===== config.mk =====
export PLATFORM = sky130hd
export DESIGN_NAME = hmi_frame_tx_flat
export DESIGN_NICKNAME = d
export VERILOG_FILES = /design/src/rtl/hmi_pkg.sv /design/src/rtl/hmi_frame_tx_if.sv /design/src/rtl/hmi_bin2dec.sv /design/src/rtl/hmi_frame_tx.sv /design/src/flat_wrapper.sv
export SDC_FILE = /design/constraint.sdc
export NUM_CORES = 1
export LEC_CHECK = 0
export CAP_MARGIN = 20
export CELL_PAD_IN_SITES_DETAIL_PLACEMENT = 0
export CELL_PAD_IN_SITES_GLOBAL_PLACEMENT = 1
export CORE_ASPECT_RATIO = 0.8
export CORE_MARGIN = 8
export CORE_UTILIZATION = 35
export CTS_CLUSTER_SIZE = 40
export DETAILED_ROUTE_END_ITERATION = 6
export DONT_BUFFER_PORTS = 1
export PLACE_DENSITY_LB_ADDON = 0.1
export SETUP_SLACK_MARGIN = 0.2
export SYNTH_ARGS = -nofsm -noshare
export SYNTH_HDL_FRONTEND = slang
export SYNTH_SLANG_ARGS = --single-unit

===== constraint.sdc =====
create_clock -name clk -period 5.09 [get_ports clk]
set_clock_uncertainty 0.2 [all_clocks]
set_input_delay 1.018 -clock clk [delete_from_list [all_inputs] [get_ports clk]]
set_output_delay 1.018 -clock clk [all_outputs]
set_load 0.05 [all_outputs]

===== src/rtl/hmi_pkg.sv =====
// ============================================================================
// Module      : hmi_pkg
// Description : Shared state encoding, ASCII constants and helper functions
//               for the HMI numeric-frame transmitter.
// Revision    : 1.0 - initial release
// ============================================================================
`default_nettype none

package hmi_pkg;

    typedef enum logic [2:0] {
        ST_IDLE  = 3'd0,
        ST_LATCH = 3'd1,
        ST_CONV  = 3'd2,
        ST_NAME  = 3'd3,
        ST_NUM   = 3'd4,
        ST_TERM  = 3'd5
    } hmi_state_e;

    localparam logic [7:0]  HMI_CH_N     = 8'h6E;   // 'n'
    localparam logic [7:0]  HMI_CH_DOT   = 8'h2E;   // '.'
    localparam logic [7:0]  HMI_CH_ZERO  = 8'h30;   // '0'
    localparam logic [31:0] HMI_STR_VAL  = "val=";
    localparam logic [7:0]  HMI_TERM     = 8'hFF;
    localparam int          HMI_TERM_CNT = 3;

    // Largest value representable in the given number of decimal digits.
    function automatic logic [63:0] hmi_max_val(input int digits);
        logic [63:0] v;
        v = 64'd1;
        for (int i = 0; i < digits; i++) begin
            v = v * 64'd10;
        end
        return v - 64'd1;
    endfunction

    // Byte at position pos of the "n<idx>.val=" prefix.
    function automatic logic [7:0] hmi_name_byte(input logic [3:0] pos,
                                                 input logic       two,
                                                 input logic [3:0] tens,
                                                 input logic [3:0] ones);
        logic [3:0] k;
        logic [7:0] b;
        k = (two && pos >= 4'd2) ? pos - 4'd1 : pos;
        b = HMI_TERM;
        if (pos == 4'd0) begin
            b = HMI_CH_N;
        end else if (two && pos == 4'd1) begin
            b = HMI_CH_ZERO + {4'h0, tens};
        end else begin
            case (k)
                4'd1:                b = HMI_CH_ZERO + {4'h0, ones};
                4'd2:                b = HMI_CH_DOT;
                4'd3, 4'd4, 4'd5, 4'd6:
                                     b = HMI_STR_VAL[(6 - int'(k)) * 8 +: 8];
                default:             b = HMI_TERM;
            endcase
        end
        return b;
    endfunction

endpackage

`default_nettype wire


===== src/rtl/hmi_frame_tx_if.sv =====
// ============================================================================
// Module      : hmi_frame_tx_if
// Description : Valid/ready byte stream from the frame transmitter to the UART.
// Revision    : 1.0 - initial release
// ============================================================================
`default_nettype none

interface hmi_frame_tx_if;
    logic [7:0] tx_data;
    logic       tx_valid;
    logic       tx_ready;

    modport master (output tx_data, output tx_valid, input  tx_ready);
    modport slave  (input  tx_data, input  tx_valid, output tx_ready);
endinterface

`default_nettype wire


===== src/rtl/hmi_bin2dec.sv =====
// ============================================================================
// Module      : hmi_bin2dec
// Description : Sequential shift-add-3 binary to BCD converter, one bit per
//               cycle; done pulses DATA_W+1 cycles after start.
// Revision    : 1.0 - initial release
// ============================================================================
`default_nettype none

module hmi_bin2dec
    import hmi_pkg::*;
#(
    parameter int DATA_W = 16,
    parameter int DIGITS = 5
) (
    input  wire logic                  clk,
    input  wire logic                  rst_n,
    input  wire logic                  start,
    input  wire logic [DATA_W-1:0]     bin,
    output logic      [4*DIGITS-1:0]   bcd,
    output logic      [3:0]            ndig,
    output logic                       ovf,
    output logic                       done
);

    localparam int          SH_W  = 4 * DIGITS + DATA_W;
    localparam int          CNT_W = $clog2(DATA_W + 1);
    localparam logic [63:0] MAXV  = hmi_max_val(DIGITS);

    logic [SH_W-1:0]  sh_q,  sh_d;
    logic [CNT_W-1:0] cnt_q, cnt_d;
    logic             run_q, run_d;
    logic             done_q, done_d;
    logic             ovf_q, ovf_d;
    logic [SH_W-1:0]  adj;

    always_comb begin
        sh_d   = sh_q;
        cnt_d  = cnt_q;
        run_d  = run_q;
        ovf_d  = ovf_q;
        done_d = 1'b0;
        adj    = sh_q;
        if (start) begin
            sh_d  = {{(4*DIGITS){1'b0}}, bin};
            cnt_d = CNT_W'(DATA_W);
            run_d = 1'b1;
            ovf_d = (64'(bin) > MAXV);
        end else if (run_q) begin
            for (int d = 0; d < DIGITS; d++) begin
                if (sh_q[DATA_W + 4*d +: 4] >= 4'd5) begin
                    adj[DATA_W + 4*d +: 4] = sh_q[DATA_W + 4*d +: 4] + 4'd3;
                end
            end
            sh_d  = {adj[SH_W-2:0], 1'b0};
            cnt_d = cnt_q - CNT_W'(1);
            if (cnt_q == CNT_W'(1)) begin
                run_d  = 1'b0;
                done_d = 1'b1;
            end
        end
    end

    always_ff @(posedge clk or negedge rst_n) begin
        if (!rst_n) begin
            sh_q   <= '0;
            cnt_q  <= '0;
            run_q  <= 1'b0;
            done_q <= 1'b0;
            ovf_q  <= 1'b0;
        end else begin
            sh_q   <= sh_d;
            cnt_q  <= cnt_d;
            run_q  <= run_d;
            done_q <= done_d;
            ovf_q  <= ovf_d;
        end
    end

    // Digits above the most significant non-zero one are leading zeros.
    always_comb begin
        ndig = 4'd1;
        for (int d = 1; d < DIGITS; d++) begin
            if (sh_q[DATA_W + 4*d +: 4] != 4'd0) begin
                ndig = 4'(d + 1);
            end
        end
    end

    assign bcd  = sh_q[SH_W-1 -: 4*DIGITS];
    assign ovf  = ovf_q;
    assign done = done_q;

endmodule

`default_nettype wire


===== src/rtl/hmi_frame_tx.sv =====
// ============================================================================
// Module      : hmi_frame_tx
// Description : Periodic multi-channel Nextion "n<i>.val=<dec>" frame sender.
//               Optional macro HMI_SKIP_UNCHANGED_EN skips unchanged channels.
// Revision    : 1.0 - initial release
// ============================================================================
`default_nettype none

module hmi_frame_tx
    import hmi_pkg::*;
#(
    parameter int NUM_CH = 6,
    parameter int DATA_W = 16,
    parameter int DIGITS = 5,
    parameter int PERIOD = 5000
) (
    input  wire logic                     clk,
    input  wire logic                     rst_n,
    input  wire logic [NUM_CH*DATA_W-1:0] ch_data,
    hmi_frame_tx_if.master                tx,
    output logic                          busy,
    output logic                          sweep_done,
    output logic                          sat
);

    localparam int                 IDX_W = (NUM_CH > 1) ? $clog2(NUM_CH) : 1;
    localparam int                 CNT_W = (PERIOD > 1) ? $clog2(PERIOD) : 1;
    localparam logic [IDX_W-1:0]   LAST_IDX = IDX_W'(NUM_CH - 1);
    localparam logic [4*DIGITS-1:0] NINES = {DIGITS{4'h9}};

    hmi_state_e            state_q;
    logic [CNT_W-1:0]      cnt_q;
    logic [IDX_W-1:0]      idx_q;
    logic [3:0]            tens_q, ones_q;
    logic [3:0]            pos_q;
    logic [4*DIGITS-1:0]   digits_q;
    logic [3:0]            ndig_q;
    logic [7:0]            tx_data_q;
    logic                  tx_valid_q, busy_q, done_q, sat_q;

    logic                  conv_start, conv_ovf, conv_done;
    logic [4*DIGITS-1:0]   conv_bcd;
    logic [3:0]            conv_ndig;
    logic [DATA_W-1:0]     ch_cur;
    logic                  skip, accept, two_dig, ch_end;
    logic [3:0]            name_last, sel_first, sel_next;
    logic [7:0]            byte_first, byte_next;

    assign ch_cur     = ch_data[int'(idx_q) * DATA_W +: DATA_W];
    assign accept     = tx_valid_q && tx.tx_ready;
    assign two_dig    = (tens_q != 4'd0);
    assign name_last  = two_dig ? 4'd7 : 4'd6;
    assign sel_first  = ndig_q - 4'd1;
    assign sel_next   = pos_q - 4'd1;
    assign byte_first = HMI_CH_ZERO + {4'h0, digits_q[int'(sel_first) * 4 +: 4]};
    assign byte_next  = HMI_CH_ZERO + {4'h0, digits_q[int'(sel_next) * 4 +: 4]};
    assign conv_start = (state_q == ST_LATCH) && !skip;
    assign ch_end     = ((state_q == ST_LATCH) && skip) ||
                        ((state_q == ST_TERM) && accept &&
                         (pos_q == 4'(HMI_TERM_CNT - 1)));

`ifdef HMI_SKIP_UNCHANGED_EN
    logic [DATA_W-1:0] last_q [NUM_CH];
    logic [NUM_CH-1:0] last_vld_q;
    logic [DATA_W-1:0] hold_q;

    assign skip = last_vld_q[idx_q] && (ch_cur == last_q[idx_q]);

    always_ff @(posedge clk) begin
        if (conv_start) begin
            hold_q <= ch_cur;
        end
        if (ch_end && state_q == ST_TERM) begin
            last_q[idx_q] <= hold_q;
        end
    end

    // Valid bits alone carry reset so the first sweep always sends everything.
    always_ff @(posedge clk or negedge rst_n) begin
        if (!rst_n) begin
            last_vld_q <= '0;
        end else if (ch_end && state_q == ST_TERM) begin
            last_vld_q[idx_q] <= 1'b1;
        end
    end
`else
    assign skip = 1'b0;
`endif

    hmi_bin2dec #(
        .DATA_W (DATA_W),
        .DIGITS (DIGITS)
    ) u_bin2dec (
        .clk   (clk),
        .rst_n (rst_n),
        .start (conv_start),
        .bin   (ch_cur),
        .bcd   (conv_bcd),
        .ndig  (conv_ndig),
        .ovf   (conv_ovf),
        .done  (conv_done)
    );

    always_ff @(posedge clk or negedge rst_n) begin
        if (!rst_n) begin
            state_q    <= ST_IDLE;
            cnt_q      <= '0;
            idx_q      <= '0;
            tens_q     <= 4'd0;
            ones_q     <= 4'd0;
            pos_q      <= 4'd0;
            digits_q   <= '0;
            ndig_q     <= 4'd1;
            tx_data_q  <= 8'h00;
            tx_valid_q <= 1'b0;
            busy_q     <= 1'b0;
            done_q     <= 1'b0;
            sat_q      <= 1'b0;
        end else begin
            done_q <= 1'b0;
            case (state_q)
                ST_IDLE: begin
                    if (cnt_q == CNT_W'(PERIOD - 1)) begin
                        cnt_q   <= '0;
                        idx_q   <= '0;
                        tens_q  <= 4'd0;
                        ones_q  <= 4'd0;
                        busy_q  <= 1'b1;
                        state_q <= ST_LATCH;
                    end else begin
                        cnt_q <= cnt_q + CNT_W'(1);
                    end
                end
                ST_LATCH: begin
                    state_q <= ST_CONV;
                end
                ST_CONV: begin
                    if (conv_done) begin
                        digits_q   <= conv_ovf ? NINES : conv_bcd;
                        ndig_q     <= conv_ovf ? 4'(DIGITS) : conv_ndig;
                        sat_q      <= sat_q | conv_ovf;
                        pos_q      <= 4'd0;
                        tx_data_q  <= HMI_CH_N;
                        tx_valid_q <= 1'b1;
                        state_q    <= ST_NAME;
                    end
                end
                ST_NAME: begin
                    if (accept) begin
                        if (pos_q == name_last) begin
                            pos_q     <= sel_first;
                            tx_data_q <= byte_first;
                            state_q   <= ST_NUM;
                        end else begin
                            pos_q     <= pos_q + 4'd1;
                            tx_data_q <= hmi_name_byte(pos_q + 4'd1, two_dig,
                                                       tens_q, ones_q);
                        end
                    end
                end
                ST_NUM: begin
                    if (accept) begin
                        if (pos_q == 4'd0) begin
                            tx_data_q <= HMI_TERM;
                            state_q   <= ST_TERM;
                        end else begin
                            pos_q     <= sel_next;
                            tx_data_q <= byte_next;
                        end
                    end
                end
                ST_TERM: begin
                    if (accept) begin
                        pos_q     <= pos_q + 4'd1;
                        tx_data_q <= HMI_TERM;
                    end
                end
                default: state_q <= ST_IDLE;
            endcase

            // Channel finished (sent or skipped): move on or close the sweep.
            if (ch_end) begin
                tx_valid_q <= 1'b0;
                pos_q      <= 4'd0;
                if (idx_q == LAST_IDX) begin
                    cnt_q   <= '0;
                    busy_q  <= 1'b0;
                    done_q  <= 1'b1;
                    state_q <= ST_IDLE;
                end else begin
                    idx_q   <= idx_q + IDX_W'(1);
                    if (ones_q == 4'd9) begin
                        ones_q <= 4'd0;
                        tens_q <= tens_q + 4'd1;
                    end else begin
                        ones_q <= ones_q + 4'd1;
                    end
                    state_q <= ST_LATCH;
                end
            end
        end
    end

    assign tx.tx_data  = tx_data_q;
    assign tx.tx_valid = tx_valid_q;
    assign busy        = busy_q;
    assign sweep_done  = done_q;
    assign sat         = sat_q;

endmodule

`default_nettype wire


===== src/flat_wrapper.sv =====
// flat-port wrapper written by rule: the top's interface ports become plain ports
module hmi_frame_tx_flat import hmi_pkg::*;
#(
    parameter int NUM_CH = 6,
    parameter int DATA_W = 16,
    parameter int DIGITS = 5,
    parameter int PERIOD = 5000
)
  (clk, rst_n, ch_data, busy, sweep_done, sat, tx_tx_data, tx_tx_valid, tx_tx_ready);
  hmi_frame_tx_if tx_i ();
  input  wire logic clk;
  input  wire logic rst_n;
  input  wire logic [NUM_CH*DATA_W-1:0] ch_data;
  output logic busy;
  output logic sweep_done;
  output logic sat;
  output wire logic [$bits(tx_i.tx_data)-1:0] tx_tx_data;
  output wire logic [$bits(tx_i.tx_valid)-1:0] tx_tx_valid;
  input wire logic [$bits(tx_i.tx_ready)-1:0] tx_tx_ready;
  assign tx_tx_data = tx_i.tx_data;
  assign tx_tx_valid = tx_i.tx_valid;
  assign tx_i.tx_ready = tx_tx_ready;
  hmi_frame_tx #(.NUM_CH(NUM_CH), .DATA_W(DATA_W), .DIGITS(DIGITS), .PERIOD(PERIOD)) u_core (.clk(clk), .rst_n(rst_n), .ch_data(ch_data), .tx(tx_i), .busy(busy), .sweep_done(sweep_done), .sat(sat));
endmodule

==> metrics <==
WL final=between 20000 and 25000 um; via/cell ratio=5.60; Initial Util=0.358; RePlAce Congestion=0.837; Hold-fix buffers, CTS=0; die area=~26000 um^2; TritonCTS clock tree=built; # rows=47; maximum VDD drop=0.000129 V; port bufs=0; largest net degree at the start of global routing=109; leak pwr=~3.2 nW; Clock transition at path regs=around 0.080 ns; Initial DRC Count=between 500 and 600; maximum net fanout on the critical path=14; Clk Latency, worst-skew pair=0.37 ns; wire per inst=approximately 19 um; initial antenna violation count=1; Remaining DRCs=0; Diodes inserted=0; RSZ-0062 raised after global routing=no; R2R depth=13; setup TNS=0 ns; Mapped Avg Cell Area=9.30 um^2; Num CTS Buffers=9; Global Route Usage Sum=0.155; ANT nets after route=0; critical path class=flip-flop to flip-flop; Sw Ratio=0.227; Internal=0.00127 W; Mapped Area=roughly 7400 um^2; r2r setup slk=0.98 ns; CP endpoint kind=flip-flop; worst path required time=5.18 ns; Post-synth ARST share=1.00; R2R Path End=u_core.tx.tx_data[1]; Slew @ Worst Pin=1.01 ns; first drt pass iteration count=5; num ports=111; R2R Path Start=u_core.pos_q[0]; Yosys warnings=0; final hold violation count=0; Multi-input gate area=4370 um^2; non-filler instance count after layout=1043; Die X=approximately 180 um; Synth Area in Compound Gates=0.153; Seq pwr share=0.524; Register Area=2710 um^2; clock tree root buffer cell=clkbuf_16; Synth Area in Simple Gates=0.187; pwr/cell area=slightly above 200 nW/um^2; Area Growth Syn to Fin=6.45%; Gate Count Post-Synth=799; crit path time final=4.11 ns; ys flop type=dfrtp_1; final setup vio count=0; Seq/Total Area, Yosys=0.364; Slew headroom=0.325; # resized after CTS=0; layout cell share with drive strength beyond 1=0.115; first-pass GRT wire length=32400 um; Clock Power Share=0.460; CP arrival=about 4.2 ns; Die Y=146 um; Post CTS Setup Buffer Count=0; NetSw=0.000371 W; area share of fa/ha/maj cells after synthesis=0.0505; Inst Count DP=1027; CTS sink count=108; largest family of logic cells by synthesized area=simple AND/OR/NAND/NOR gates; Worst setup SP type=flip-flop; post-synthesis xor/xnor area fraction=0.0325; H-tree levels=3; number of flops mapped to enable cells by yosys=0; Post-DP HPWL=15000 um; Final Power=0.00164 W; mux cell area share after synthesis=0.165; Clock Path Buffers=2; vias in the first global route=5864; Core Area=20800 um^2; fin nets=898; post-synth cell types=80; vias=between 5000 and 6000; fill cell count=2108; Overflow after GRT=0; max-slew violations=0; pre-CTS setup slack=around 1 ns; maxcap violations=0; Final period util=0.807; HP Class=primary input to asynchronous set/reset pin; Yosys reg bits=between 100 and 150; Mapped Nets=just over 900; fmax=243 MHz; Comb pwr share=0.016; run status=finished, final reports clean; final critical-path setup slack=between 0.9 and 1 ns
==> synth_stat cells, drive strengths merged, types with 5 or more instances <==
| cell type | n | area (um^2) |
|---|---|---|
| nor2b | 6 | 37.5 |
| xnor2 | 14 | 123 |
| a31oi | 6 | 37.5 |
| nor2 | 79 | 297 |
| o21ai | 67 | 339 |
| ha | 30 | 375 |
| xor2 | 11 | 96.3 |
| a211oi | 6 | 50.1 |
| nand3 | 22 | 110 |
| mux4 | 24 | 541 |
| nand2 | 74 | 280 |
| dfrtp | 107 | 2680 |
| clkbuf | 26 | 97.6 |
| mux2i | 43 | 434 |
| nand4 | 10 | 62.6 |
| o22ai | 20 | 125 |
| inv | 45 | 169 |
| nor3b | 9 | 77.6 |
| or3 | 5 | 31.3 |
| a21oi | 43 | 219 |
| nand2b | 12 | 75.1 |
| and3 | 10 | 67.6 |
| o31ai | 7 | 52.6 |
| mux2 | 22 | 248 |
| nor3 | 20 | 100 |
| buf | 17 | 93.8 |
==> area by class of cell <==
| cell class | instances | area share |
|---|---|---|
| multi-input combinational | 603 | 0.553 |
| sequential | 108 | 0.342 |
| tap | 269 | 0.0425 |
| clock buffer | 10 | 0.0289 |
| inverter | 45 | 0.0214 |
| clock inverter | 6 | 0.0106 |
| timing repair buffer | 2 | 0.00190 |
==> worst max-delay path, stage by stage (launching register included) <==
cell and delay, ns:
dfrtp_1 0.63, inv_1 0.18, ha_1 0.67, nor2b_1 0.19, nand2_1 0.19, nor2_1 0.08, a21oi_1 0.22, inv_1 0.10
ha_1 0.28, or4_1 0.53, nand4_1 0.11, o211ai_2 0.18, o311a_1 0.35, o21ai_1 0.13
==> flip-flops by register name, summed over array words and instances (netlist names) <==
name and count:
u_core.sweep_done 1, u_core.ones_q 4, u_core.cnt_q 13, u_core.digits_q 20
u_core.idx_q 3, u_core.pos_q 4, u_core.u_bin2dec.run_q 1, u_core.u_bin2dec.done 1
u_core.tens_q 4, u_core.ndig_q 3, u_core.state_q 3, u_core.u_bin2dec.sh_q 36
u_core.u_bin2dec.cnt_q 5, u_core.tx.tx_valid 1, u_core.tx.tx_data 8, u_core.busy 1
==> metal layers <==
layer	vias to the layer above	GRT usage	share of wire
li1	2809	-	-
met1	2807	0.212	0.47
met2	209	0.236	0.45
met3	19	0.0474	0.068
met4	0	0.0330	0.010
met5	-	0	0
==> power groups by stage <==
stage / Combinational [W] / Clock, W / Sequential, W
after floorplan: 0.0000230 / 0 / 0.000875
after global placement: 0.0000261 / 0 / 0.000874
after detailed placement: 0.0000266 / 0 / 0.000874
after CTS: 0.0000266 / 0.000787 / 0.000857
after global routing: 0.0000285 / 0.000820 / 0.000857
final: 0.0000262 / 0.000754 / 0.000857
==> worst max-delay path by stage <==
stage / startpoint / to / slack [ns] / depth (start not counted)
finish: u_core.pos_q[0] / u_core.tx.tx_data[1] / 0.98 / 13
global route: u_core.pos_q[0] / u_core.tx.tx_data[0] / 0.59 / 15
CTS: u_core.pos_q[0] / u_core.tx.tx_data[1] / 1.00 / 13
detailed placement: u_core.pos_q[0] / u_core.tx.tx_data[1] / 1.02 / 13
global placement: u_core.pos_q[0] / u_core.tx.tx_data[6] / 1.20 / 14
floorplan: u_core.pos_q[0] / u_core.tx.tx_data[1] / 1.65 / 15
==> through the flow <==
stage	hold slack (ns)	instance area, um^2	util
floorplan	0.285	7430	-
global placement	0.306	7600	0.366
detailed placement	0.306	7600	0.366
CTS	0.121	7910	0.381
global route	0.119	7910	0.381
finish	0.147	7910	0.381
==> logic make-up (layout without fill, tap and decap cells) <==
kind of cell    Yosys count  count (layout)
compound gates          182             182
xor+xnor                 26              26
fa+ha+maj                30              30
buf+inv                  88              63
flops                   108             108
mux                      89              89
other cells               1               1
simple gates            275             275
==> cells in the final DEF (no fill, tap or decap), types with 3 or more instances in the layout <==
cell	n
nor2b_1	5
a31oi_1	6
dfrtp_1	105
and3_1	8
or2_2	4
xnor2_1	14
a211o_1	3
nand2b_1	12
nor2_1	79
o31ai_1	7
and2_1	3
nand3b_1	3
ha_1	30
mux2_2	22
nor3_1	20
nand4_1	10
a21oi_1	42
a211oi_1	5
o22ai_1	20
or3_1	5
inv_1	45
xor2_1	11
a21o_1	3
nor3b_1	7
a221oi_1	3
o2111ai_1	3
mux4_2	24
o21ai_0	64
nand2_1	73
clkbuf_16	9
nand3_1	22
mux2i_1	42
Note: power is estimated with default switching activity, not from simulation.
